`src/rtl/cordic_pkg.sv`:
```
// Shared constants and helpers for the CORDIC front end.
// Select bit indices, angle constants and the select resolver.
package cordic_pkg;

    localparam int CORDIC_W     = 24;
    localparam int CORDIC_TAG_W = 4;

    localparam int SEL_SIN = 0;
    localparam int SEL_COS = 1;
    localparam int SEL_TAN = 2;
    localparam int SEL_ANG = 3;

    localparam logic [23:0] ANGLE_PI      = 24'h800000;
    localparam logic [23:0] ANGLE_HALF_PI = 24'h400000;
    localparam logic [23:0] X_INIT        = 24'h400000;

    // Isolate the lowest set bit: [0] wins over [1] over [2] over [3].
    function automatic logic [3:0] sel_resolve(input logic [3:0] s);
        return s & (~s + 4'd1);
    endfunction

endpackage

```
`src/rtl/cordic_input_stage_if.sv`:
```
// Request-side and core-side valid/ready bundles of the CORDIC front end.
// The master drives valid and payload; the slave drives ready.
interface cordic_req_if #(
    parameter int W = 24
);
    logic         valid;
    logic         ready;
    logic [3:0]   select;
    logic [W-1:0] angle;
    logic [W-1:0] x;
    logic [W-1:0] y;

    modport master (output valid, select, angle, x, y, input ready);
    modport slave  (input valid, select, angle, x, y, output ready);
endinterface

interface cordic_core_if #(
    parameter int W     = 24,
    parameter int TAG_W = 4
);
    logic             valid;
    logic             ready;
    logic [W-1:0]     x;
    logic [W-1:0]     y;
    logic [W-1:0]     z;
    logic [3:0]       select;
    logic             neg;
    logic [TAG_W-1:0] tag;

    modport master (output valid, x, y, z, select, neg, tag, input ready);
    modport slave  (input valid, x, y, z, select, neg, tag, output ready);
endinterface

```
`src/rtl/cordic_pipe_slice.sv`:
```
// Generic valid/ready register slice carrying an opaque payload.
// Loads whenever empty or draining, so it sustains one beat per cycle.
module cordic_pipe_slice #(
    parameter int PW = 8
) (
    input  logic          clk,
    input  logic          rst_n,
    input  logic          in_valid,
    output logic          in_ready,
    input  logic [PW-1:0] in_data,
    output logic          out_valid,
    input  logic          out_ready,
    output logic [PW-1:0] out_data
);

    assign in_ready = !out_valid || out_ready;

    always_ff @(posedge clk or negedge rst_n) begin
        if (!rst_n) begin
            out_valid <= 1'b0;
            out_data  <= '0;
        end else if (in_ready) begin
            out_valid <= in_valid;
            if (in_valid) begin
                out_data <= in_data;
            end
        end
    end

endmodule

```
`src/rtl/cordic_input_stage.sv`:
```
// CORDIC front end: select resolution, quadrant reduction, sequence tagging.
// S1 captures the request, S2 holds the reduced x0/y0/z0 for the core.
module cordic_input_stage #(
    parameter int                 W      = cordic_pkg::CORDIC_W,
    parameter logic [W-1:0]       X_INIT = cordic_pkg::X_INIT,
    parameter int                 TAG_W  = cordic_pkg::CORDIC_TAG_W
) (
    input  logic          clk,
    input  logic          rst_n,
    cordic_req_if.slave   req,
    cordic_core_if.master core,
    output logic          err_drop
);
    import cordic_pkg::*;

    localparam logic [W-1:0] PI   = {1'b1, {(W-1){1'b0}}};
    localparam logic [W-1:0] MAXP = {1'b0, {(W-1){1'b1}}};
    localparam logic [W-1:0] ONE  = {{(W-1){1'b0}}, 1'b1};

    typedef struct packed {
        logic [3:0]       sel;
        logic [W-1:0]     angle;
        logic [W-1:0]     x;
        logic [W-1:0]     y;
        logic [TAG_W-1:0] tag;
    } s1_t;

    typedef struct packed {
        logic [W-1:0]     x;
        logic [W-1:0]     y;
        logic [W-1:0]     z;
        logic [3:0]       sel;
        logic             neg;
        logic [TAG_W-1:0] tag;
    } s2_t;

    // The most negative value has no positive twin; clamp it.
    function automatic logic [W-1:0] sat_neg(input logic [W-1:0] v);
        return (v == PI) ? MAXP : (~v + ONE);
    endfunction

    logic [TAG_W-1:0] tag_q;
    logic             s1_in_valid;
    logic             s1_in_ready;
    logic             s1_valid;
    logic             s2_in_ready;
    s1_t              s1_d;
    s1_t              s1_q;
    s2_t              s2_d;
    s2_t              s2_q;

    assign s1_in_valid = req.valid && (req.select != 4'd0);
    assign req.ready   = s1_in_ready;

    always_comb begin
        s1_d       = '0;
        s1_d.sel   = sel_resolve(req.select);
        s1_d.angle = req.angle;
        s1_d.x     = req.x;
        s1_d.y     = req.y;
        s1_d.tag   = tag_q;
    end

    always_ff @(posedge clk or negedge rst_n) begin
        if (!rst_n) begin
            tag_q    <= '0;
            err_drop <= 1'b0;
        end else begin
            err_drop <= req.valid && s1_in_ready && (req.select == 4'd0);
            if (s1_in_valid && s1_in_ready) begin
                tag_q <= tag_q + TAG_W'(1);
            end
        end
    end

    cordic_pipe_slice #(.PW($bits(s1_t))) u_s1 (
        .clk       (clk),
        .rst_n     (rst_n),
        .in_valid  (s1_in_valid),
        .in_ready  (s1_in_ready),
        .in_data   (s1_d),
        .out_valid (s1_valid),
        .out_ready (s2_in_ready),
        .out_data  (s1_q)
    );

    // Angles outside [-pi/2, pi/2) are folded by pi; the sign is fixed later.
    always_comb begin
        s2_d     = '0;
        s2_d.sel = s1_q.sel;
        s2_d.tag = s1_q.tag;
        if (s1_q.sel[SEL_ANG]) begin
            if (s1_q.x[W-1]) begin
                s2_d.x = sat_neg(s1_q.x);
                s2_d.y = sat_neg(s1_q.y);
                s2_d.z = PI;
            end else begin
                s2_d.x = s1_q.x;
                s2_d.y = s1_q.y;
            end
        end else begin
            s2_d.x = X_INIT;
            if (s1_q.angle[W-1] ^ s1_q.angle[W-2]) begin
                s2_d.z   = s1_q.angle + PI;
                s2_d.neg = 1'b1;
            end else begin
                s2_d.z = s1_q.angle;
            end
        end
    end

    cordic_pipe_slice #(.PW($bits(s2_t))) u_s2 (
        .clk       (clk),
        .rst_n     (rst_n),
        .in_valid  (s1_valid),
        .in_ready  (s2_in_ready),
        .in_data   (s2_d),
        .out_valid (core.valid),
        .out_ready (core.ready),
        .out_data  (s2_q)
    );

    assign core.x      = s2_q.x;
    assign core.y      = s2_q.y;
    assign core.z      = s2_q.z;
    assign core.select = s2_q.sel;
    assign core.neg    = s2_q.neg;
    assign core.tag    = s2_q.tag;

endmodule

```
`src/flat_wrapper.sv`:
```
// flat-port wrapper written by rule: the top's interface ports become plain ports
module cordic_input_stage_flat import cordic_pkg::*;
#(
    parameter int                 W      = cordic_pkg::CORDIC_W,
    parameter logic [W-1:0]       X_INIT = cordic_pkg::X_INIT,
    parameter int                 TAG_W  = cordic_pkg::CORDIC_TAG_W
)
  (clk, rst_n, err_drop, req_valid, req_select, req_angle, req_x, req_y, req_ready, core_valid, core_x, core_y, core_z, core_select, core_neg, core_tag, core_ready);
  cordic_req_if #(.W(W)) req_i ();
  cordic_core_if #(.W(W), .TAG_W(TAG_W)) core_i ();
  input  logic clk;
  input  logic rst_n;
  output logic err_drop;
  input wire logic [$bits(req_i.valid)-1:0] req_valid;
  input wire logic [$bits(req_i.select)-1:0] req_select;
  input wire logic [$bits(req_i.angle)-1:0] req_angle;
  input wire logic [$bits(req_i.x)-1:0] req_x;
  input wire logic [$bits(req_i.y)-1:0] req_y;
  output wire logic [$bits(req_i.ready)-1:0] req_ready;
  output wire logic [$bits(core_i.valid)-1:0] core_valid;
  output wire logic [$bits(core_i.x)-1:0] core_x;
  output wire logic [$bits(core_i.y)-1:0] core_y;
  output wire logic [$bits(core_i.z)-1:0] core_z;
  output wire logic [$bits(core_i.select)-1:0] core_select;
  output wire logic [$bits(core_i.neg)-1:0] core_neg;
  output wire logic [$bits(core_i.tag)-1:0] core_tag;
  input wire logic [$bits(core_i.ready)-1:0] core_ready;
  assign req_i.valid = req_valid;
  assign req_i.select = req_select;
  assign req_i.angle = req_angle;
  assign req_i.x = req_x;
  assign req_i.y = req_y;
  assign req_ready = req_i.ready;
  assign core_valid = core_i.valid;
  assign core_x = core_i.x;
  assign core_y = core_i.y;
  assign core_z = core_i.z;
  assign core_select = core_i.select;
  assign core_neg = core_i.neg;
  assign core_tag = core_i.tag;
  assign core_i.ready = core_ready;
  cordic_input_stage #(.W(W), .X_INIT(X_INIT), .TAG_W(TAG_W)) u_core (.clk(clk), .rst_n(rst_n), .req(req_i), .core(core_i), .err_drop(err_drop));
endmodule
```
`config.mk`:
```
export PLATFORM = sky130hd
export DESIGN_NAME = cordic_input_stage_flat
export DESIGN_NICKNAME = d
export VERILOG_FILES = /design/src/rtl/cordic_pkg.sv /design/src/rtl/cordic_input_stage_if.sv /design/src/rtl/cordic_pipe_slice.sv /design/src/rtl/cordic_input_stage.sv /design/src/flat_wrapper.sv
export SDC_FILE = /design/constraint.sdc
export NUM_CORES = 1
export LEC_CHECK = 0
export ABC_CLOCK_PERIOD_IN_PS = 3960
export CAP_MARGIN = 20
export CORE_ASPECT_RATIO = 1.25
export CORE_MARGIN = 1
export CORE_UTILIZATION = 40
export DETAILED_ROUTE_END_ITERATION = 10
export HOLD_SLACK_MARGIN = 0.12
export PLACE_DENSITY = 0.65
export SLEW_MARGIN = 20
export SYNTH_ARGS = -nofsm -noshare
export SYNTH_HDL_FRONTEND = slang
export SYNTH_SLANG_ARGS = --single-unit
export TNS_END_PERCENT = 100
```
`constraint.sdc`:
```
create_clock -name clk -period 3.96 [get_ports clk]
set_input_delay 0.792 -clock clk [delete_from_list [all_inputs] [get_ports clk]]
set_output_delay 0.792 -clock clk [all_outputs]
set_load 0.01 [all_outputs]
```
# After elaboration in Yosys (flattened, before gate mapping)
# Cells that the tools add are included.
# Widths: inputs -> output; s select.
[word_totals]
register_bits = 168
inputBits = 80
output_inout_bits = 84
word_cells = 40
[op_classes]
addsub = 5
n_eq_ne = 2
muxes = 10
n_bitwise = 5
reduce_logical = 12
[ops]
columns = ["op", "n"]
rows = [
  ["$mux 24", 7],
  ["$add 24x1->24 const B", 2],
  ["$eq 24x24->1 const B", 2],
  ["$mux 48", 1],
  ["$not 24->24", 2],
  ["$add 24x24->24 const B", 1],
  ["$add 4x1->4 const B", 2],
  ["$and 4x4->4", 1],
  ["$logic_and 1x1->1", 4],
  ["$logic_not 4->1", 1],
  ["$not 4->4", 1],
  ["$reduce_and 2->1", 2],
  ["$reduce_bool 4->1", 1],
  ["$logic_not 1->1", 2],
  ["$logic_or 1x1->1", 2],
  ["$mux 1", 2],
  ["$xor 1x1->1", 1],
]

# Logic depth before layout (Yosys ltp)
# Gate-level depths: netlist of run 1.
[depth]
depth_word = 5
mapped_depth = 9
depth_no_buf = 7

# Hierarchy
# A second synthesis of run 1 with hierarchy kept.
[hier_totals]
cells_unflattened = 650
area_unflattened_um2 = 8759.7
[modules_own_cells]
columns = ["mod", "n_inst", "cells_per_inst", "area_per_inst_um2", "seq_area_each_um2"]
rows = [
  ["cordic_pipe_slice (u_core.u_s2)", 1, 174, 3385.7, 2052.0],
  ["cordic_pipe_slice (u_core.u_s1)", 1, 172, 3349.5, 2026.9],
  ["cordic_input_stage", 1, 304, 2024.4, 125.1],
]

# Worst setup path after synthesis of run 1
# Ideal clock, no wire load.
[synth_path]
path_kind = "in2reg"
start = "in req_select[2]"
end = "reg u_core.u_s1.out_data[12]"
setup_ns = 0.125
arrival_time_ns = 2.538
required_time_ns = 3.835
path_slack_ns = 1.297
cell_stages = 6
path_buffers = 2
path_cell_list = "or3_1 or2_2 nand2_1 clkbuf_1 clkbuf_1 mux2_2"
[synth_between]
elab_chain_cells = 3
[synth_rtl]
columns = ["element", "line_no", "text"]
rows = [
  ["start: declaration", "flat_wrapper.sv:15", "input wire logic [$bits(req_i.select)-1:0] req_select;"],
  ["$reduce_bool 4->1", "cordic_input_stage.sv:52", "assign s1_in_valid = req.valid && (req.select != 4'd0);"],
  ["$logic_and 1x1->1", "cordic_input_stage.sv:52", ""],
  ["$reduce_and 2->1 (no source line)", "n/a", ""],
  ["end signal: assignment", "cordic_pipe_slice.sv:25", "out_data <= in_data;"],
  ["end: declaration", "cordic_pipe_slice.sv:13", "output logic [PW-1:0] out_data"],
]
# Every way passes these cells.
# A chain may end at the register's enable or synchronous reset.

# Final worst setup path of run 1
[layout_path]
start = "reg u_core.u_s1.out_data[28]"
end = "reg u_core.u_s2.out_data[67]"
[layout_between]
elab_chain_cells = 5
word_cells_on_any_way = 6
cone_classes = "add/sub (1); eq/ne (1); mux (3); bitwise (1)"
[layout_rtl]
columns = ["element", "line_no", "text"]
rows = [
  ["$not 24->24", "cordic_input_stage.sv:39", "return (v == PI) ? MAXP : (~v + ONE);"],
  ["$add 24x1->24", "cordic_input_stage.sv:39", ""],
  ["$mux 24 *", "cordic_input_stage.sv:39", ""],
  ["$mux 48 *", "cordic_input_stage.sv:93", "if (s1_q.x[W-1]) begin"],
  ["$mux 24 *", "cordic_input_stage.sv:92", "if (s1_q.sel[SEL_ANG]) begin"],
  ["end signal: assignment", "cordic_pipe_slice.sv:25", ""],
  ["end: declaration", "cordic_pipe_slice.sv:13", ""],
]
# Every way passes the cells marked *; elsewhere a longest branch is shown, timed or not.

==> results of run 1 <==
power by group:
part	total (uW)	switching, uW	internal, uW	leakage (uW)
Clock	1760	670	1090	0.000299
Combinational	1570	694	872	0.00187
Sequential	2450	318	2130	0.00207
Total	5770	1680	4090	0.00424
layer usage:
metal | vias up | track usage (%)
li1 | 2742 | -
met3 | 19 | 4.33
met4 | 0 | 6.25
met2 | 174 | 32.8
met5 | - | 0
met1 | 2841 | 25.5
per-stage QoR:
step / worst slack, ps / utilization, %
final: 989 / 55.1
after global routing: 767 / 55.1
after CTS: 968 / 55.1
after detailed placement: 782 / 51.7
after global placement: 867 / 51.7
after floorplan: 1300 / -
worst max-delay path, stage by stage, from the launching register on:
cell,delay (ps)
dfrtp_1,420
inv_1,80
ha_1,170
or4b_1,590
or3_4,470
nor2_1,750
nor2_1,200
a21oi_1,210
flip-flops by register name, indices dropped and copies added, names as in the netlist:
name,flops
u_core.tag_q,4
u_core.err_drop,1
u_core.u_s2.out_valid,1
u_core.u_s1.out_valid,1
u_core.u_s1.out_data,80
u_core.u_s2.out_data,81
layout make-up:
type                    instances  area, sq um  area share (%)
repair buffers                176         1760            17.5
multi-input cells             471         3150            31.3
clock buffers                  20          457            4.55
flip-flops and latches        168         4210            41.9
clock inverters                11          170            1.69
well taps                     228          285            2.84
inverters                       7         26.3           0.262
placed cells by master (no fill, tap or decap), types with 3 or more instances in the layout:
master | Yosys | layout
buf_4 | 0 | 11
o31ai_1 | 15 | 15
a221o_1 | 3 | 3
or2_2 | 10 | 10
xnor2_1 | 21 | 21
or4_1 | 10 | 10
ha_1 | 3 | 3
bufinv_16 | 0 | 4
mux2i_1 | 3 | 3
mux2_2 | 78 | 78
o41ai_1 | 11 | 11
a21oi_1 | 15 | 15
nand3_1 | 30 | 30
clkinvlp_4 | 0 | 3
nor4_1 | 4 | 4
clkbuf_16 | 0 | 17
nand2_1 | 124 | 122
xor2_1 | 10 | 10
clkdlybuf4s50_1 | 0 | 162
nand2b_1 | 9 | 9
a22oi_1 | 3 | 3
and2_1 | 4 | 4
inv_1 | 6 | 6
or3_1 | 12 | 12
nor3_1 | 5 | 5
o21ai_0 | 59 | 59
a32o_1 | 3 | 3
nor2_1 | 10 | 9
dfrtp_1 | 168 | 167
logic make-up after synthesis:
kind of cell,share of synthesized area [%]
and+or+nand+nor,14.9
DFF,55.8
AOI/OAI and AO/OA,10.5
muxes,12.1
buffers and inverters,2.59
xor gates and xnor gates,3.61
adders and majority gates,0.499
path summary, 6_finish.rpt:
kind / end / depth (start not counted) / slack [ps] / from
worst max-delay path: u_core.u_s2.out_data[67] / 7 / 990 / u_core.u_s1.out_data[28]
worst min-delay path: u_core.u_s2.out_data[14] / 1 / 450 / rst_n
worst max register to register: u_core.u_s2.out_data[67] / 7 / 990 / u_core.u_s1.out_data[28]
worst min register to register: u_core.u_s2.out_data[69] / 2 / 470 / u_core.u_s2.out_data[69]
max in group asynchronous: u_core.u_s2.out_data[4] / 2 / 2560 / rst_n
min in group clk: u_core.u_s2.out_data[69] / 2 / 470 / u_core.u_s2.out_data[69]
==> reports/metrics.yaml, run 1 <==
skew_ps: 10.8
syn_area_sq_um: 7530
drt_first_pass_iters: 5
grt-ovfl-total: 0
synth_seq_area_share_pct: 55.8
cts_buffer_depth: 2
cp-end-kind: "flip-flop"
die_y_um: 155
drc: 0
crit_type: "reg -> reg"
drive_gt1_share_pct: 16.5
numCtsBuffers: 17
wl_met1_um: 8050
powerDensity_nw_per_um2: 574
synth_top_cells_by_count: "dfrtp_1 (168), nand2_1 (124), mux2_2 (78), o21ai_0 (59), clkbuf_1 (38)"
async_flop_share_pct: 100
ant_nets: 0
grt_pass1_wl_um: 29900
cp.arrival_ps: 3310
io_pins: 164
holdWs_ps: 454
clkLatencyLatePin_ps: 420
syn_inst: 690
clock_sinks: 168
cp_max_fo: 14
place_area_sq_um: 9420
fp.coreArea_sq_um: 18200
p_leak_uw: 0.00424
drtIter0Drc: 297
maxCapViolations: 0
dp_cells: 1050
hold_viol_final: 0
ys_ff_latch: 168
htreeDepth: 4
fin_area_sq_um: 10000
wl_per_cell_um: 17.1
slew_headroom_pct: 35.6
rsz0062_at_grt: "false"
hold_buffers: 0
start_util_pct: 41.3
fmax_mhz: 337
wl_met3_um: 1010
min_period_ps: 2970
fin_cells: 1081
fillCellCount: 1542
routabilityCongestion: 0.794
fin_nets: 924
dieArea_sq_um: 19400
setup_violations: 0
worstPathRequired_ps: 4300
dr_total_vias: 5776
synthMostInstantiatedCell: "dfrtp_1"
avgViaCountPerCell: 5.34
cts_setup_buffers: 0
ys.flop_type: "dfrtp_1"
setup-tns-final_ps: 0
status: "finished clean"
synth_top_area_share_pct: 55.8
netlist-cell-type-count: 52
area_growth_pct: 33.4
antenna_found_initial: 0
root_buffer: "clkbuf_16"
tightest_slew_ps: 962
avgSynthCellArea_sq_um: 10.9
grt_max_degree: 98
finalCritPeriodShare_pct: 75.0
diodes: 0
io_buffers: 163
rows: 55
yosysWarnings: 0
die_w_um: 125
p_total_uw: 5770
drv_slew: 0
cp-start-kind: "flip-flop"
peakVddDrop_v: 0.000278
top_layer_used: "met4"
synthesis.nets: 773
cts_tree: "done"
cts-resized-gates: 0
hold_path.class: "in -> async"
clk_pin_slew_ps: 70
hpwl_um: 12900
routed_wl_um: 18500
synth_top_area_cell: "dfrtp_1"
dr_wl_met2_um: 9170
yosys-top-cells-area: "dfrtp_1 (56%), mux2_2 (12%), nand2_1 (6.2%), o21ai_0 (3.9%), xnor2_1 (2.4%)"
track_usage_pct: 19.7
synth-edff-count: 0
grt_pass1_vias: 5816
(Power assumes the default switching activity.)
==> inputs of run 2 (changes only) <==
--- a/config.mk
+++ b/config.mk
@@ -5,14 +5,14 @@
 export SDC_FILE = /design/constraint.sdc
 export NUM_CORES = 1
 export LEC_CHECK = 0
-export ABC_CLOCK_PERIOD_IN_PS = 3960
+export ABC_CLOCK_PERIOD_IN_PS = 2600
 export CAP_MARGIN = 20
 export CORE_ASPECT_RATIO = 1.25
 export CORE_MARGIN = 1
 export CORE_UTILIZATION = 40
 export DETAILED_ROUTE_END_ITERATION = 10
 export HOLD_SLACK_MARGIN = 0.12
-export PLACE_DENSITY = 0.65
+export PLACE_DENSITY = 0.68
 export SLEW_MARGIN = 20
 export SYNTH_ARGS = -nofsm -noshare
 export SYNTH_HDL_FRONTEND = slang
==> constraint.sdc (replaced) <==
create_clock -name clk -period 2.6 [get_ports clk]
set_input_delay 0.52 -clock clk [delete_from_list [all_inputs] [get_ports clk]]
set_output_delay 0.52 -clock clk [all_outputs]
set_load 0.01 [all_outputs]
==> run 2 against run 1 <==
Effect of this change: final cell count up 2.9%; via count increased by 1.1%; design area rose by 3.2%; count of clock-buffer cells in the layout is 2 lower; power up 55%; core utilization is 1.8 points higher; register-to-register slack got worse by 910 ps; first-iteration DRC count up 5.4%; global-route usage increased by 0.34 points; maximum frequency grew 18%; non-clock buffer count grew 30; sequential power rose by 51%; critical endpoint is now u_core.u_s2.out_data[77]; largest cell class unchanged.
==> reports/metrics.yaml, run 2 (synthesized netlist as in run 1, its figures left out) <==
mostFrequentLayoutCells: "dfrtp_1 (167), clkdlybuf4s50_1 (162), nand2_1 (122)"
io_buffers: 163
grt_max_degree: 65
slew_headroom_pct: 59.9
track_usage_pct: 20.0
cpPeakStageDelay_ps: 470
ant_nets: 0
setup_violations: 0
diodes: 0
skew_ps: 8.01
antenna_found_initial: 0
routabilityCongestion: 0.813
fin_nets: 954
peakVddDrop_v: 0.000428
min_period_ps: 2520
hpwl_um: 12900
p_leak_uw: 0.00444
root_buffer: "clkbuf_16"
io_pins: 164
htreeDepth: 4
cp.arrival_ps: 2830
hold_path.class: "reg -> reg"
start_util_pct: 41.3
drtIter0Drc: 313
critPathBufInv: 1
regMostFlops: "u_core.u_s2.out_data"
die_w_um: 125
fillCellCount: 1570
drive_gt1_share_pct: 20.0
cts_tree: "done"
grt_pass1_vias: 5863
cts_buffer_depth: 2
dieArea_sq_um: 19400
maxCapViolations: 0
tightest_slew_ps: 602
cp_max_fo: 5
cp_cell_sequence: "inv_1 -> ha_1 -> or4b_4 -> or3_4 -> or3_4 -> a211o_1 -> a32o_1"
grt_pass1_wl_um: 30600
fp.coreArea_sq_um: 18200
hold_viol_final: 0
dr_total_vias: 5840
final_core_util_pct: 56.9
drt_first_pass_iters: 4
multi_input_area_sq_um: 3190
p_total_uw: 8920
numCtsBuffers: 17
die_y_um: 155
routed_wl_um: 18600
rows: 55
cp-end-kind: "flip-flop"
cpMostUsedCell: "or3_4"
worstPathRequired_ps: 2910
area_growth_pct: 37.7
grt-ovfl-total: 0
powerDensity_nw_per_um2: 861
cts_setup_buffers: 0
finalCritPeriodShare_pct: 97.0
register_area_sq_um: 4210
avgViaCountPerCell: 5.25
status: "finished clean"
clkLatencyLatePin_ps: 420
top_regs: "u_core.u_s2.out_data: 81 flops, u_core.u_s1.out_data: 80 flops, u_core.tag_q: 4 flops"
critPathTopFamily: "simple AND/OR/NAND/NOR gates"
largest_reg_flops: 81
fmax_mhz: 397
drv_slew: 0
clock_sinks: 168
wl_per_cell_um: 16.8
cpMaxStageDelayCell: "or4b_4"
crit_type: "reg -> reg"
clk_pin_slew_ps: 70
drc: 0
cp-start-kind: "flip-flop"
final_common_cell: "dfrtp_1"
## run 2: final cells by class
class / count / share of cell area, %
multi-input combinational: 471 / 30.8
tap: 228 / 2.75
clock inverter: 14 / 2.05
timing repair buffer: 206 / 19.5
inverter: 7 / 0.253
clock buffer: 18 / 4.14
sequential: 168 / 40.6
## run 2: power breakdown
group	switching, uW	leakage, uW	internal, uW
sequential	465	0.00207	3240
clock	1110	0.000314	1640
combinational	1080	0.00205	1390
total	2650	0.00444	6270
## run 2: what timing repair did
action                     4_1_cts  5_1_grt
cloned                           0        0
hold buffers                     1        0
setup endpoints to repair        1       16
hold endpoints to repair        57        0
gates resized for setup          1        7
pin swaps                        0        1
## run 2: worst min-delay path: stages, from the launching register on
cell	delay (ps)
dfrtp_1	340
nand2_1	50
nand2_1	50
## run 2: metrics by stage
stage | cells | hold slack (ps) | setup WS, ps | setup TNS, ps | instance area [sq um]
floorplan | 690 | 224 | 4.61 | 0 | 7530
global placement | 1079 | 443 | 70.0 | 0 | 9670
detailed placement | 1079 | 450 | 14.1 | 0 | 9670
CTS | 1112 | 468 | 22.6 | 0 | 10300
global route | 1112 | 497 | -1.61 | -1.61 | 10400
finish | 1112 | 465 | 79.2 | 0 | 10400
## run 2: per-layer routing
layer	track usage (%)	vias to the layer above	wire length, um
met5	0	-	0
met4	6.77	0	273
met3	3.85	21	950
met2	33.5	174	9200
met1	26.0	2843	8220
li1	-	2802	-
## run 2: path summary, 6_finish.rpt
path / start / end / slack, ps / depth (start not counted)
hold / removal: u_core.u_s1.out_data[76] / u_core.u_s2.out_data[5] / 470 / 2
max in group asynchronous: rst_n / u_core.u_s1.out_data[20] / 1260 / 3
setup reg to reg: u_core.u_s1.out_data[28] / u_core.u_s2.out_data[77] / 80 / 7
hold reg to reg: u_core.u_s1.out_data[76] / u_core.u_s2.out_data[5] / 470 / 2
min in group asynchronous: rst_n / u_core.u_s2.out_data[3] / 640 / 2
setup / recovery: u_core.u_s1.out_data[28] / u_core.u_s2.out_data[77] / 80 / 7
